===== src/rtl/proc_io_pkg.sv =====
// proc_io_pkg: shared entry sizing and tagged-entry type for the processor I/O FIFOs
// Contents: entry_w() gives the packed {addr, data} width; io_entry_t is the
// tagged entry at the default processor configuration (NUBITS=16, NUIOOU=2).
package proc_io_pkg;
    localparam int DEF_NUBITS = 16;
    localparam int DEF_NBADDR = 1;

    function automatic int entry_w(input int nubits, input int nbaddr);
        return nubits + nbaddr;
    endfunction

    typedef struct packed {
        logic [DEF_NBADDR-1:0] addr;
        logic [DEF_NUBITS-1:0] data;
    } io_entry_t;
endpackage


===== src/rtl/fifo_ram_2p.sv =====
// fifo_ram_2p: storage with one synchronous write port and one combinational read port
// Ports: clk; we/waddr/wdata write on the rising edge; raddr/rdata read combinationally.
// Contents are never reset.
module fifo_ram_2p #(
    parameter int W  = 17,
    parameter int D  = 8,
    parameter int AW = $clog2(D)
) (
    input  logic          clk,
    input  logic          we,
    input  logic [AW-1:0] waddr,
    input  logic [W-1:0]  wdata,
    input  logic [AW-1:0] raddr,
    output logic [W-1:0]  rdata
);
    logic [W-1:0] mem [D];

    always_ff @(posedge clk)
        if (we) mem[waddr] <= wdata;

    assign rdata = mem[raddr];
endmodule


===== src/rtl/proc_out_fifo.sv =====
// proc_out_fifo: tagged show-ahead FIFO between the processor output port and a valid/ready sink
// Ports: clk, rst (sync, active-high); out_en/addr_out/io_out processor writes;
// m_valid/m_ready/m_data/m_addr output stream; full/empty/level occupancy;
// ovf sticky drop flag with ovf_clr; dropcnt (16-bit saturating drop count)
// only when PROC_OUT_FIFO_DROPCNT_EN is defined.
module proc_out_fifo
    import proc_io_pkg::*;
#(
    parameter int NUBITS = 16,
    parameter int NUIOOU = 2,
    parameter int FDEPTH = 8,
    parameter int NBADDR = $clog2(NUIOOU),
    parameter int FDEPW  = $clog2(FDEPTH)
) (
    input  logic              clk,
    input  logic              rst,
`ifdef PROC_OUT_FIFO_DROPCNT_EN
    output logic [15:0]       dropcnt,
`endif
    input  logic              out_en,
    input  logic [NBADDR-1:0] addr_out,
    input  logic [NUBITS-1:0] io_out,
    output logic              m_valid,
    input  logic              m_ready,
    output logic [NUBITS-1:0] m_data,
    output logic [NBADDR-1:0] m_addr,
    output logic              full,
    output logic              empty,
    output logic [FDEPW:0]    level,
    output logic              ovf,
    input  logic              ovf_clr
);
    localparam int EW = entry_w(NUBITS, NBADDR);

    logic [FDEPW-1:0] wr_ptr, rd_ptr, rd_nxt;
    logic [FDEPW:0]   lvl_nxt;
    logic [EW-1:0]    ram_q, head;
    logic             push, pop, drop, bypass;

    assign pop     = m_valid & m_ready;
    assign push    = out_en & (~full | pop);
    assign drop    = out_en & full & ~pop;
    assign rd_nxt  = pop ? rd_ptr + FDEPW'(1) : rd_ptr;
    assign lvl_nxt = (push & ~pop) ? level + (FDEPW+1)'(1) :
                     (pop & ~push) ? level - (FDEPW+1)'(1) : level;
    // The incoming word becomes the head when it lands in an empty FIFO (or one
    // being emptied this cycle); the RAM does not hold it yet, so forward it.
    assign bypass  = push & (level == '0 | (level == (FDEPW+1)'(1) & pop));
    assign head    = bypass ? {addr_out, io_out} : ram_q;

    fifo_ram_2p #(.W(EW), .D(FDEPTH), .AW(FDEPW)) u_ram (
        .clk   (clk),
        .we    (push),
        .waddr (wr_ptr),
        .wdata ({addr_out, io_out}),
        .raddr (rd_nxt),
        .rdata (ram_q)
    );

    always_ff @(posedge clk) begin
        if (rst) begin
            wr_ptr  <= '0;
            rd_ptr  <= '0;
            level   <= '0;
            empty   <= 1'b1;
            full    <= 1'b0;
            m_valid <= 1'b0;
            ovf     <= 1'b0;
            m_data  <= '0;
            m_addr  <= '0;
        end else begin
            if (push) wr_ptr <= wr_ptr + FDEPW'(1);
            rd_ptr  <= rd_nxt;
            level   <= lvl_nxt;
            empty   <= lvl_nxt == '0;
            full    <= lvl_nxt == (FDEPW+1)'(FDEPTH);
            m_valid <= lvl_nxt != '0;
            if (lvl_nxt != '0) {m_addr, m_data} <= head;
            ovf     <= drop | (ovf & ~ovf_clr);
        end
    end

`ifdef PROC_OUT_FIFO_DROPCNT_EN
    always_ff @(posedge clk) begin
        if (rst) dropcnt <= '0;
        else if (drop) dropcnt <= ovf_clr ? 16'd1 : (dropcnt == 16'hFFFF ? dropcnt : dropcnt + 16'd1);
        else if (ovf_clr) dropcnt <= '0;
    end
`endif
endmodule


===== config.mk =====
export PLATFORM = sky130hd
export DESIGN_NAME = proc_out_fifo
export DESIGN_NICKNAME = d
export VERILOG_FILES = /design/src/rtl/proc_io_pkg.sv /design/src/rtl/fifo_ram_2p.sv /design/src/rtl/proc_out_fifo.sv
export SDC_FILE = /design/constraint.sdc
export NUM_CORES = 1
export LEC_CHECK = 0
export ABC_CLOCK_PERIOD_IN_PS = 4250
export CAP_MARGIN = 20
export CORE_MARGIN = 4
export CORE_UTILIZATION = 43
export CTS_CLUSTER_DIAMETER = 40
export CTS_CLUSTER_SIZE = 8
export DETAILED_ROUTE_END_ITERATION = 10
export PLACE_DENSITY_LB_ADDON = 0.3
export SLEW_MARGIN = 40
export SYNTH_ARGS = -nofsm -noshare
export SYNTH_HDL_FRONTEND = slang
export SYNTH_HIERARCHICAL = 1
export SYNTH_SLANG_ARGS = --single-unit

===== constraint.sdc =====
create_clock -name clk -period 4.25 [get_ports clk]
set_input_delay 1.0625 -clock clk [delete_from_list [all_inputs] [get_ports clk]]
set_output_delay 1.0625 -clock clk [all_outputs]
set_load 0.02 [all_outputs]

== Word level (Yosys, flattened, before mapping) ==
Memories as Yosys holds them, arrays and structs flattened.
Index checks and enable logic that the tools add are counted.
Widths: inputs -> output; s select.

* Memories: 1
* Memory bits (writable): 136
* Word-level logic and storage cells: 41
* Bits in registers: 31
* Output and inout bits: 25
* Input port bits: 22

* Bitwise gates (word level): 16
* Muxes and demuxes: 6
* Add/sub/neg operators: 4
* Equal/unequal tests: 2
* Reductions and logical operators: 3

{| class="wikitable"
|+ Memories
! memory !! words !! bits a word !! rd ports !! clocked after memory_dff !! wr ports !! RTL line !! RTL
|-
| u_ram.mem || 8 || 17 || 1 || 0 || 1 || fifo_ram_2p.sv:16 || <nowiki>logic [W-1:0] mem [D];</nowiki>
|}

{| class="wikitable"
|+ Operator list
! operator !! number
|-
| $mux 17 || 1
|-
| $and 1x1->1 || 9
|-
| $logic_not 4->1 || 2
|-
| $mux 4 || 2
|-
| $add 3x1->3 const B || 2
|-
| $add 4x1->4 const B || 1
|-
| $eq 4x1->1 const B || 1
|-
| $eq 4x4->1 const B || 1
|-
| $not 1->1 || 4
|-
| $reduce_bool 4->1 || 1
|-
| $sub 4x1->4 const B || 1
|-
| $mux 3 || 1
|-
| $or 1x1->1 || 3
|-
| $mux 1 || 2
|}

== Longest topological paths before layout ==
* Word-level depth: 8
* Mapped depth: 11

== By module ==
Netlist, hierarchy kept.

{| class="wikitable"
|+ Modules (own cells, without submodules)
! module !! instances !! area an instance (µm²) !! cells each
|-
| fifo_ram_2p || 1 || 5258.8 || 210
|-
| proc_out_fifo || 1 || 1615.3 || 163
|}

== Least setup slack after synthesis ==
No wires, ideal clock.

* Path type: input to register
* Start point: input port out_en
* End point: memory u_ram.mem[0][0] (enable)
* Path buffers: 1
* Arrival: 2.874 ns
* Library setup time: 0.413 ns
* Required time: 3.837 ns
* Cell stages on the path: 4
* Slack: 0.964 ns
* Path through: buf_2 > a21boi_2 > nand2b_1 > nor3_1

* Longest elaborated chain between the ends: 3

{| class="wikitable"
|+ RTL lines
! item !! RTL line !! RTL
|-
| start, declared || proc_out_fifo.sv:20 || <nowiki>input logic out_en,</nowiki>
|-
| $and 1x1->1 || proc_out_fifo.sv:41 || <nowiki>assign push = out_en & (~full | pop);</nowiki>
|-
| via push || proc_out_fifo.sv:38 || <nowiki>logic push, pop, drop, bypass;</nowiki>
|-
| $mux 1 || fifo_ram_2p.sv:19 || <nowiki>if (we) mem[waddr] <= wdata;</nowiki>
|-
| $mux 1 (not written as such) || fifo_ram_2p.sv:19 ||
|-
| end, declared || fifo_ram_2p.sv:16 ||
|}

The timed path passes the listed nets, and every way through them passes these cells.

== Final worst setup path ==
* Start point: input port m_ready
* End point: register m_data[6]

{| class="wikitable"
|+ RTL lines
! item !! RTL line !! RTL
|-
| start, declared || proc_out_fifo.sv:24 || <nowiki>input logic m_ready,</nowiki>
|-
| $and 1x1->1 || proc_out_fifo.sv:40 || <nowiki>assign pop = m_valid & m_ready;</nowiki>
|-
| $mux 3 || proc_out_fifo.sv:43 || <nowiki>assign rd_nxt = pop ? rd_ptr + FDEPW'(1) : rd_ptr;</nowiki>
|-
| via rd_nxt[0] || proc_out_fifo.sv:35 || <nowiki>logic [FDEPW-1:0] wr_ptr, rd_ptr, rd_nxt;</nowiki>
|-
| $mem_v2 8x17 || - ||
|-
| via ram_q[6] || proc_out_fifo.sv:37 || <nowiki>logic [EW-1:0] ram_q, head;</nowiki>
|-
| $mux 17 || proc_out_fifo.sv:49 || <nowiki>assign head = bypass ? {addr_out, io_out} : ram_q;</nowiki>
|-
| end signal, assigned || proc_out_fifo.sv:69 || <nowiki>m_data <= '0;</nowiki>
|-
| end signal, assigned || proc_out_fifo.sv:78 || <nowiki>if (lvl_nxt != '0) {m_addr, m_data} <= head;</nowiki>
|-
| end, declared || proc_out_fifo.sv:25 || <nowiki>output logic [NUBITS-1:0] m_data,</nowiki>
|}

The timed path passes the listed nets, and every way through them passes these cells.
A chain may end at the register's enable or synchronous reset.

==> flow_summary.ini <==
[placed_design]
io_buffer_count = 46
dp_hpwl_um = 7680
dp_cells = 623
gp_congestion = 0.778

[sta]
finalMaxSlewViolations = 0
min_period_ps = 3390
tightest_slew_ps = 578
fmax_mhz = 295
fin_crit_sh = 0.797
tns_ps = 0
setup_viol = 0
relSlewSlack = 0.615
skew_ps = 6.71
fin_hold_ws_ps = 457
hold_viol_final = 0
rsz0062_at_grt = false

[detailed_routing]
viasPerCell = 5.44
routed_wl_um = 13500
wl_per_cell_um = 20.6
drtAntennaViolNets = 0
drt_pass1_iterations = 4
vias = 3561
drc = 0
drtIter0Drc = 234

[synth]
syn_area_um2 = 6870
synth_top_cell_area_share = 0.594
seq_area_frac_synth = 0.684
synth_edf_count = 136
synthFlopType = edfxtp_1
synth_top_cell_by_area = edfxtp_1
synth_area_leaders = edfxtp_1, mux4_1, dfxtp_1, mux2_2, mux4_2
async_flop_share = 0
synthCells = 373
synth_seq_cells = 167
yosysWarnings = 6
syn_avg_cell_area_um2 = 18.4
syn_nets = 401
synth.distinct_cells = 37

[pwr]
power_density_nw_per_um2 = 551
peakVddDrop_mv = 0.284
power_leakage_nw = 2.75

[global_route]
grt_pass1_vias = 3549
antenna_found_initial = 0
grt-ovfl-total = 0
grt_max_degree = 36
grt_usage = 0.157
grt_pass1_wl_um = 21000

[clock_tree]
clk_pin_slew_ps = 60
h-tree-depth = 4
cts_hold_buf = 0
cts-resized-gates = 0
cts_buffers = 17
post_cts_buffers = 0
cts.sinks = 167
tritoncts = yes
root_buffer = clkbuf_16
insertion_delay_ps = 420
cts_buffer_depth = 2

[setup_path]
worstSetupEndpointType = flip-flop
start_kind = primary input
arrival_ps = 3670
critPathRequiredTime_ps = 4530
crit_type = primary input to flip-flop
critPathMaxFanout = 35

[status]
status = finished clean

[layout]
drive_gt1_frac = 0.234
final_cells = 655
nFillCells = 1259
syn2layout_area_growth_pct = 18.8
n_antenna_cell = 0
final_util = 0.529
fin_nets = 459

[floorplan]
die_x_um = 134
pin_count = 47
dieArea_um2 = 18100
fp-row-count = 45
core_um2 = 15400
initial_core_util = 0.446
die_h_um = 134

[job]
cap_violations = 0

[worst_hold_path]
hold_class = flip-flop to flip-flop
==> layout by cell type, fill, tap and decap left out, types with 4 or more instances in the layout <==
cell,n
dfxtp_1,31
a21oi_1,18
inv_1,21
ha_1,6
buf_4,10
a211oi_1,8
clkbuf_1,6
nor2_1,15
clkbuf_8,4
mux4_1,24
clkbuf_16,17
a211oi_2,9
mux4_2,10
mux2_2,36
edfxtp_1,136
nand2b_1,4
clkdlybuf4s50_1,45
mux2i_1,4
==> cells in the mapped netlist, types with 2 or more instances <==
cell      count
mux4_2       10
nor2_1       15
a41oi_1       2
mux2i_1       4
edfxtp_1    136
nand2_1       3
nor3_1        4
inv_1        21
mux2_2       36
mux4_1       24
ha_1          6
xnor2_1       4
a211oi_2      9
buf_6         6
nor2b_1       3
buf_2         4
nand2b_1      4
dfxtp_1      31
clkbuf_1      8
xor2_1        2
a211oi_1      8
a21oi_1      18
==> power by group <==
group / leakage (nW) / internal (mW) / switching, mW
clock network: 0.273 / 0.864 / 0.564
registers: 1.49 / 1.90 / 0.0838
logic: 0.986 / 0.539 / 0.549
total: 2.75 / 3.30 / 1.20
==> worst max-delay path, cell delays in order <==
cell and delay, ps:
clkdlybuf4s50_1 580, nand2_4 130, xnor2_2 200, buf_12 280, mux4_1 580, mux2_2 270, mux2_2 300, a21oi_1 150
a211oi_1 70
==> state kept, by name, summed over array words and instances (netlist names) <==
register	flops
wr_ptr	3
ovf	1
empty	1
m_addr	1
rd_ptr	3
m_data	16
u_ram/mem	136
full	1
level	4
m_valid	1
==> metrics by stage <==
stage | cell area, um2 | total power [mW] | setup slack, ps
floorplan | 6870 | 2.77 | 964
detailed placement | 7610 | 3.11 | 429
CTS | 8160 | 4.53 | 863
global route | 8160 | 4.69 | 703
global placement | 7620 | 3.09 | 430
finish | 8160 | 4.50 | 862
==> metal layers <==
metal	global-route usage	vias to the layer above	part of all wire
li1	-	1597	-
met1	0.221	1840	0.46
met2	0.237	104	0.46
met3	0.0356	20	0.060
met4	0.0684	0	0.020
met5	0	-	0
==> path summary, 6_finish.rpt <==
check                            endpoint  slack, ps  depth (start not counted)  startpoint
worst max-delay path            m_data[6]        860                          9     m_ready
worst min-delay path            m_data[9]        460                          2   m_data[9]
worst max register to register  m_data[6]       1610                          8     m_valid
worst min register to register  m_data[9]        460                          2   m_data[9]
==> layout make-up <==
cell class / count / area (um2) / area share
Sequential cell: 167 / 4700 / 0.576
Multi-Input combinational cell: 165 / 1970 / 0.242
Timing Repair Buffer: 59 / 591 / 0.0723
Clock buffer: 27 / 503 / 0.0616
Tap cell: 211 / 264 / 0.0323
Inverter: 21 / 78.8 / 0.00966
Clock inverter: 5 / 48.8 / 0.00598
==> cells by family after synthesis <==
kind of cell,after synthesis,share of synthesized area
flops,167,0.684
buf+inv,41,0.0320
mux,74,0.189
compound gates,40,0.0446
xor+xnor,7,0.0100
simple gates,38,0.0288
fa+ha+maj,6,0.0109
Note: power is estimated with default switching activity, not from simulation.
